$ cat src/rtl/alu_seq_ctrl_if.sv
`default_nettype none
// ============================================================================
// Module : alu_seq_ctrl_if
// Brief  : Command port and external-ALU port bundle for alu_seq_ctrl.
// Rev    : 1.0  initial release
// ============================================================================
interface alu_seq_ctrl_if;
    logic        start;
    logic [2:0]  cmd;
    logic [15:0] opa;
    logic [15:0] opb;
    logic [15:0] alu_a;
    logic [15:0] alu_b;
    logic [2:0]  alu_op;
    logic [15:0] alu_r;
    logic        alu_zero;
    logic        alu_ovfl;
    logic        busy;
    logic        done;
    logic [15:0] result;
    logic        zero_flag;
    logic        ovfl_flag;

    // Master issues commands and hosts the ALU; slave is the sequencer.
    modport master (
        output start, cmd, opa, opb, alu_r, alu_zero, alu_ovfl,
        input  alu_a, alu_b, alu_op, busy, done, result, zero_flag, ovfl_flag
    );

    modport slave (
        input  start, cmd, opa, opb, alu_r, alu_zero, alu_ovfl,
        output alu_a, alu_b, alu_op, busy, done, result, zero_flag, ovfl_flag
    );
endinterface
`default_nettype wire

$ cat src/rtl/alu_seq_ctrl.sv
`default_nettype none
// ============================================================================
// Module : alu_seq_ctrl
// Brief  : Sequences single ALU ops and a 16-cycle shift-add multiply.
// Rev    : 1.0  initial release
// ============================================================================
module alu_seq_ctrl (
    input  wire logic     clk,
    input  wire logic     rst_n,
    alu_seq_ctrl_if.slave bus
);
    localparam logic [2:0] c_OP_AND  = 3'b000;
    localparam logic [2:0] c_OP_ADD  = 3'b011;
    localparam logic [2:0] c_CMD_MUL = 3'b110;
    localparam logic [2:0] c_CMD_RSV = 3'b111;

    typedef enum logic [1:0] {
        S_IDLE = 2'd0,
        S_EXEC = 2'd1,
        S_MUL  = 2'd2,
        S_DONE = 2'd3
    } state_t;

    state_t      r_state;
    state_t      w_state_nxt;
    logic [2:0]  r_cmd;
    logic [15:0] r_opa;
    logic [15:0] r_opb;
    logic [15:0] r_acc;
    logic [15:0] r_mcand;
    logic [15:0] r_mplier;
    logic [3:0]  r_cnt;
    logic        r_ovfl_acc;
    logic [15:0] r_result;
    logic        r_zero;
    logic        r_ovfl;

    logic [15:0] w_alu_a;
    logic [15:0] w_alu_b;
    logic [2:0]  w_alu_op;
    logic [15:0] w_acc_nxt;
    logic        w_ovfl_acc_nxt;

    always_comb begin
        w_state_nxt    = r_state;
        w_alu_a        = 16'd0;
        w_alu_b        = 16'd0;
        w_alu_op       = c_OP_AND;
        w_acc_nxt      = r_acc;
        w_ovfl_acc_nxt = r_ovfl_acc;
        case (r_state)
            S_IDLE: begin
                if (bus.start)
                    w_state_nxt = (bus.cmd == c_CMD_MUL) ? S_MUL : S_EXEC;
            end
            S_EXEC: begin
                if (r_cmd != c_CMD_RSV) begin
                    w_alu_a  = r_opa;
                    w_alu_b  = r_opb;
                    w_alu_op = r_cmd;
                end
                w_state_nxt = S_DONE;
            end
            S_MUL: begin
                w_alu_a  = r_acc;
                w_alu_b  = r_mcand;
                w_alu_op = c_OP_ADD;
                if (r_mplier[0]) begin
                    w_acc_nxt      = bus.alu_r;
                    w_ovfl_acc_nxt = w_ovfl_acc_nxt | bus.alu_ovfl;
                end
                // A set mcand MSB is shifted out while later multiplier bits still need it.
                if (r_mcand[15] && (r_mplier[15:1] != 15'd0))
                    w_ovfl_acc_nxt = 1'b1;
                if (r_cnt == 4'd15)
                    w_state_nxt = S_DONE;
            end
            S_DONE: begin
                w_state_nxt = S_IDLE;
            end
            default: begin
                w_state_nxt = S_IDLE;
            end
        endcase
    end

    always_ff @(posedge clk or negedge rst_n) begin
        if (!rst_n) begin
            r_state    <= S_IDLE;
            r_cmd      <= 3'd0;
            r_opa      <= 16'd0;
            r_opb      <= 16'd0;
            r_acc      <= 16'd0;
            r_mcand    <= 16'd0;
            r_mplier   <= 16'd0;
            r_cnt      <= 4'd0;
            r_ovfl_acc <= 1'b0;
            r_result   <= 16'd0;
            r_zero     <= 1'b0;
            r_ovfl     <= 1'b0;
        end else begin
            r_state <= w_state_nxt;
            case (r_state)
                S_IDLE: begin
                    if (bus.start) begin
                        r_cmd      <= bus.cmd;
                        r_opa      <= bus.opa;
                        r_opb      <= bus.opb;
                        r_acc      <= 16'd0;
                        r_mcand    <= bus.opa;
                        r_mplier   <= bus.opb;
                        r_cnt      <= 4'd0;
                        r_ovfl_acc <= 1'b0;
                    end
                end
                S_EXEC: begin
                    if (r_cmd == c_CMD_RSV) begin
                        r_result <= 16'd0;
                        r_zero   <= 1'b1;
                        r_ovfl   <= 1'b1;
                    end else begin
                        r_result <= bus.alu_r;
                        r_zero   <= bus.alu_zero;
                        r_ovfl   <= bus.alu_ovfl;
                    end
                end
                S_MUL: begin
                    r_acc      <= w_acc_nxt;
                    r_ovfl_acc <= w_ovfl_acc_nxt;
                    r_mcand    <= {r_mcand[14:0], 1'b0};
                    r_mplier   <= {1'b0, r_mplier[15:1]};
                    r_cnt      <= r_cnt + 4'd1;
                    if (r_cnt == 4'd15) begin
                        r_result <= w_acc_nxt;
                        r_zero   <= (w_acc_nxt == 16'd0);
                        r_ovfl   <= w_ovfl_acc_nxt;
                    end
                end
                default: ;
            endcase
        end
    end

    assign bus.alu_a     = w_alu_a;
    assign bus.alu_b     = w_alu_b;
    assign bus.alu_op    = w_alu_op;
    assign bus.busy      = (r_state != S_IDLE);
    assign bus.done      = (r_state == S_DONE);
    assign bus.result    = r_result;
    assign bus.zero_flag = r_zero;
    assign bus.ovfl_flag = r_ovfl;
endmodule
`default_nettype wire

$ cat src/flat_wrapper.sv
// flat-port wrapper written by rule: the top's interface ports become plain ports
module alu_seq_ctrl_flat 
  (clk, rst_n, bus_start, bus_cmd, bus_opa, bus_opb, bus_alu_r, bus_alu_zero, bus_alu_ovfl, bus_alu_a, bus_alu_b, bus_alu_op, bus_busy, bus_done, bus_result, bus_zero_flag, bus_ovfl_flag);
  alu_seq_ctrl_if bus_i ();
  input  wire logic clk;
  input  wire logic rst_n;
  input wire logic [$bits(bus_i.start)-1:0] bus_start;
  input wire logic [$bits(bus_i.cmd)-1:0] bus_cmd;
  input wire logic [$bits(bus_i.opa)-1:0] bus_opa;
  input wire logic [$bits(bus_i.opb)-1:0] bus_opb;
  input wire logic [$bits(bus_i.alu_r)-1:0] bus_alu_r;
  input wire logic [$bits(bus_i.alu_zero)-1:0] bus_alu_zero;
  input wire logic [$bits(bus_i.alu_ovfl)-1:0] bus_alu_ovfl;
  output wire logic [$bits(bus_i.alu_a)-1:0] bus_alu_a;
  output wire logic [$bits(bus_i.alu_b)-1:0] bus_alu_b;
  output wire logic [$bits(bus_i.alu_op)-1:0] bus_alu_op;
  output wire logic [$bits(bus_i.busy)-1:0] bus_busy;
  output wire logic [$bits(bus_i.done)-1:0] bus_done;
  output wire logic [$bits(bus_i.result)-1:0] bus_result;
  output wire logic [$bits(bus_i.zero_flag)-1:0] bus_zero_flag;
  output wire logic [$bits(bus_i.ovfl_flag)-1:0] bus_ovfl_flag;
  assign bus_i.start = bus_start;
  assign bus_i.cmd = bus_cmd;
  assign bus_i.opa = bus_opa;
  assign bus_i.opb = bus_opb;
  assign bus_i.alu_r = bus_alu_r;
  assign bus_i.alu_zero = bus_alu_zero;
  assign bus_i.alu_ovfl = bus_alu_ovfl;
  assign bus_alu_a = bus_i.alu_a;
  assign bus_alu_b = bus_i.alu_b;
  assign bus_alu_op = bus_i.alu_op;
  assign bus_busy = bus_i.busy;
  assign bus_done = bus_i.done;
  assign bus_result = bus_i.result;
  assign bus_zero_flag = bus_i.zero_flag;
  assign bus_ovfl_flag = bus_i.ovfl_flag;
  alu_seq_ctrl u_core (.clk(clk), .rst_n(rst_n), .bus(bus_i));
endmodule
$ cat config.mk
export PLATFORM = sky130hd
export DESIGN_NAME = alu_seq_ctrl_flat
export DESIGN_NICKNAME = d
export VERILOG_FILES = /design/src/rtl/alu_seq_ctrl_if.sv /design/src/rtl/alu_seq_ctrl.sv /design/src/flat_wrapper.sv
export SDC_FILE = /design/constraint.sdc
export NUM_CORES = 1
export LEC_CHECK = 0
export ABC_AREA = 1
export BUFFER_PORTS_ARGS = -buffer_cell sky130_fd_sc_hd__buf_2
export CORE_ASPECT_RATIO = 1.25
export CORE_MARGIN = 2
export CORE_UTILIZATION = 40
export DETAILED_ROUTE_END_ITERATION = 12
export PLACE_DENSITY = 0.58
export SLEW_MARGIN = 20
export SYNTH_ARGS = -nofsm -noshare
export SYNTH_HDL_FRONTEND = slang
export SYNTH_SLANG_ARGS = --single-unit
$ cat constraint.sdc
create_clock -name clk -period 2.6 [get_ports clk]
set_input_delay 0.13 -clock clk [delete_from_list [all_inputs] [get_ports clk]]
set_output_delay 0.13 -clock clk [all_outputs]
set_load 0.05 [all_outputs]
==> results.md <==
* Status: completed
* Final setup violation count at 0
* Commonest cells in the netlist: nand2_1, dfrtp_1, nor2_1
* Finished layout cell area at between 6000 and 7000 um2
* Drt drc at 0
* Port Buf Inserts at 110
* Post-CTS setup repair buffer count at 0
* # rows at between 40 and 50
* DR vias/cell at roughly 5.1
* Number of nets with antenna violations after routing at 0
* Main synth FF type: dfrtp_1
* Synthesis-to-finish area growth at 20.51%
* Root buffer cell: clkbuf_16
* Critical path peak fanout at 18
* Inserted Clock Buffers at 9
* Ys async rst share at 1.000
* Slew Limit Fails at 0
* P_int at about 4.5 mW
* Gate Count Post-Synth at 702
* Finished Layout Cells at approximately 980
* Max-cap viol count at 0
* CP required at around 2.5 ns
* WL/cell at ~15 um
* RSZ-0062 raised after global routing: no
* Worst VDD drop at about 520 uV
* Reg2Reg Depth at 11
* Top cell type's share of synthesized area at 0.4995
* WP depth at 8
* Mapped Avg Cell Area at 7.707 um2
* Mapped Area at 5410 um2
* FF+latch count, synth at 108
* Leak pwr at approximately 3.3 nW
* Die Y at around 130 um
* Fmax at 440.6 MHz
* TritonCTS clock tree: done
* Fillers at ~1,300
* Iter 0 DRT Violations at ~270
* Crit. End Element: output pin
* Buf/Inv on CP at 4
* Largest net degree at the start of global routing at just over 90
* Syn nets at about 760
* Tot GR Track Use at 0.2086
* Tcrit/Tclk final at 0.8730
* Register area share after synthesis at 0.4995
* Vias at about 4,900
* Final setup TNS at 0 ns
* # clock sinks at ~110
* Reg power frac at 0.307
* Worst hold-check path type: in2reg
* Ys Warns at 0
* CP Cell Sequence: inv_1, ha_1, nand2_1, clkinvlp_4, buf_12, nand2_1, a21oi_1, buf_2
* Starting Density at 0.4089
* Clock power frac at 0.163
* Clk_lat worst skew at ~0.35 ns
* Routed wire length at about 14,000 um
* Delay-heaviest family, CP: buffers and inverters
* Crit path arrival time at ~2.1 ns
* Share of post-route cells with drive strength above 1 at 0.1819
* Vias in the first global route at 4,768
* IO Pins at 111
* Worst slew pin tran at a little under 0.8 ns
* CTS clk-pin slew, worst paths at 0.08 ns
* Pwr Density at approximately 1400 nW/um2
* Antenna violations before repair at 0
* HPWL after detailed placement at about 10,000 um
* CP startpoint kind: flip-flop
* Core Region at ~13,000 um2
* H-tree depth at 3
* Hold depth at 3
* Clock buffer depth at 2
* GP Congestion at around 0.8
* Die area at 14,480 um2
* Sw Share at 0.5043
* Synth top area cells: dfrtp_1, nand2_1, a21oi_1
* CP most frequent cell: nand2_1
* Crit path kind: reg2out
* First-pass GRT wire length at about 24,000 um
* Distinct cells, synth at 26
* Placed insts at 951
* Leading area contributor after synthesis: dfrtp_1
* Chip Width at approximately 110 um
* Switching power at 4.543 mW
* Gr ovfl total at 0
* Final hold violations at 0
* Comb pwr share at 0.531
* Final nets at about 860
* Slowest CP cell: dfrtp_1
* Skew final at around 0.0095 ns
* Crit path largest cell delay at between 0.4 and 0.5 ns
* Count leader, synth: nand2_1
* Min Hold Slack at between 0.005 and 0.006 ns
* Placed Instance Area at 6076 um2
* Min Tclk post-route at approximately 2.3 ns
* TritonRoute pass-1 iters at 4
* Slew HR at 0.4767
* Post-synth EDFFs at 0
* Ant. Diodes at 0
* Final Power at 9.007 mW
## final timing paths
path                                          startpoint                          endpoint  slack (ns)
hold reg to reg              u_core.r_opb[5]$_DFFE_PN0P_       u_core.r_opb[5]$_DFFE_PN0P_        0.48
max in group asynchronous                          rst_n       u_core.r_acc[9]$_DFFE_PN0P_        1.51
setup / recovery           u_core.r_state[1]$_DFFE_PN0P_                     bus_alu_b[13]        0.33
setup reg to reg           u_core.r_state[0]$_DFFE_PN0P_  u_core.bus.zero_flag$_DFFE_PN0P_        0.50
hold / removal                                bus_opb[2]       u_core.r_opb[2]$_DFFE_PN0P_       0.006
min in group asynchronous                          rst_n  u_core.bus.result[0]$_DFFE_PN0P_        0.35
## worst register-to-register path: stages, from the launching register on
cell and delay [ns]:
dfrtp_1 0.40, inv_1 0.11, ha_2 0.22, buf_12 0.32
nand2_4 0.26, nand2_1 0.13, nand2_1 0.08, nor2_1 0.09
nand2_1 0.08, nor2_1 0.12, nand3_1 0.08, a21oi_1 0.12
## state kept, by name, summed over array words and instances (netlist names)
name / flops
u_core.r_cnt: 4
u_core.r_state: 2
u_core.bus.ovfl_flag: 1
u_core.bus.result: 16
u_core.r_acc: 16
u_core.bus.zero_flag: 1
u_core.r_opb: 16
u_core.r_mcand: 16
u_core.r_opa: 16
u_core.r_cmd: 3
u_core.r_mplier: 16
u_core.r_ovfl_acc: 1
## cell families after synthesis
kind of cell / share of synthesized area
simple gates: 0.2463
fa+ha+maj: 0.01156
compound gates: 0.1610
buf+inv: 0.08164
flops: 0.4995
## layout make-up
| class | count | area [um2] | share of cell area |
|---|---|---|---|
| Clock buffer | 11 | 252.7 | 0.03876 |
| Clock inverter | 5 | 67.56 | 0.01036 |
| Inverter | 58 | 221.5 | 0.03397 |
| Multi-Input combinational cell | 493 | 2268 | 0.3479 |
| Sequential cell | 108 | 2703 | 0.4145 |
| Tap cell | 171 | 214.0 | 0.03282 |
| Timing Repair Buffer | 133 | 793.3 | 0.1217 |
## power groups by stage
stage	clock network [mW]	logic [mW]	registers, mW
finish	1.46	4.78	2.76
global route	1.56	5.33	2.85
floorplan	0	3.28	3.19
global placement	0	4.69	2.78
CTS	1.49	4.82	2.76
detailed placement	0	4.79	2.79
## what timing repair did
action	CTS	global route
hold buffers	12	0
gates resized for setup	0	1
hold endpoints to repair	57	0
endpoints found under the setup margin	0	1
## cells in the final DEF (no fill, tap or decap), types with 12 or more instances in the layout
| cell type | count |
|---|---|
| dfrtp_1 | 108 |
| nand3_1 | 33 |
| nand2_1 | 241 |
| o21ai_0 | 41 |
| buf_2 | 109 |
| a21oi_1 | 52 |
| inv_1 | 53 |
| nor2_1 | 54 |
| o211ai_1 | 14 |
| o21ai_1 | 16 |
| dlygate4sd3_1 | 12 |
| o221ai_1 | 15 |
## layer usage
| layer | part of all wire | routed length (um) | global-route usage | vias up |
|---|---|---|---|---|
| li1 | - | - | - | 2484 |
| met1 | 0.44 | 6372 | 0.2788 | 2302 |
| met2 | 0.50 | 7187 | 0.3477 | 139 |
| met3 | 0.042 | 603 | 0.02332 | 23 |
| met4 | 0.022 | 316 | 0.07977 | 0 |
| met5 | 0 | 0 | 0 | - |
## metrics by stage
step / utilization / worst slack [ns]
2_1_floorplan: - / 0.4020
3_3_place_gp: 0.4592 / 0.5537
3_5_place_dp: 0.4592 / 0.5182
4_1_cts: 0.4925 / 0.1412
5_1_grt: 0.4928 / 0.1759
6_report: 0.4928 / 0.3302
Note: power is estimated with default switching activity, not from simulation.
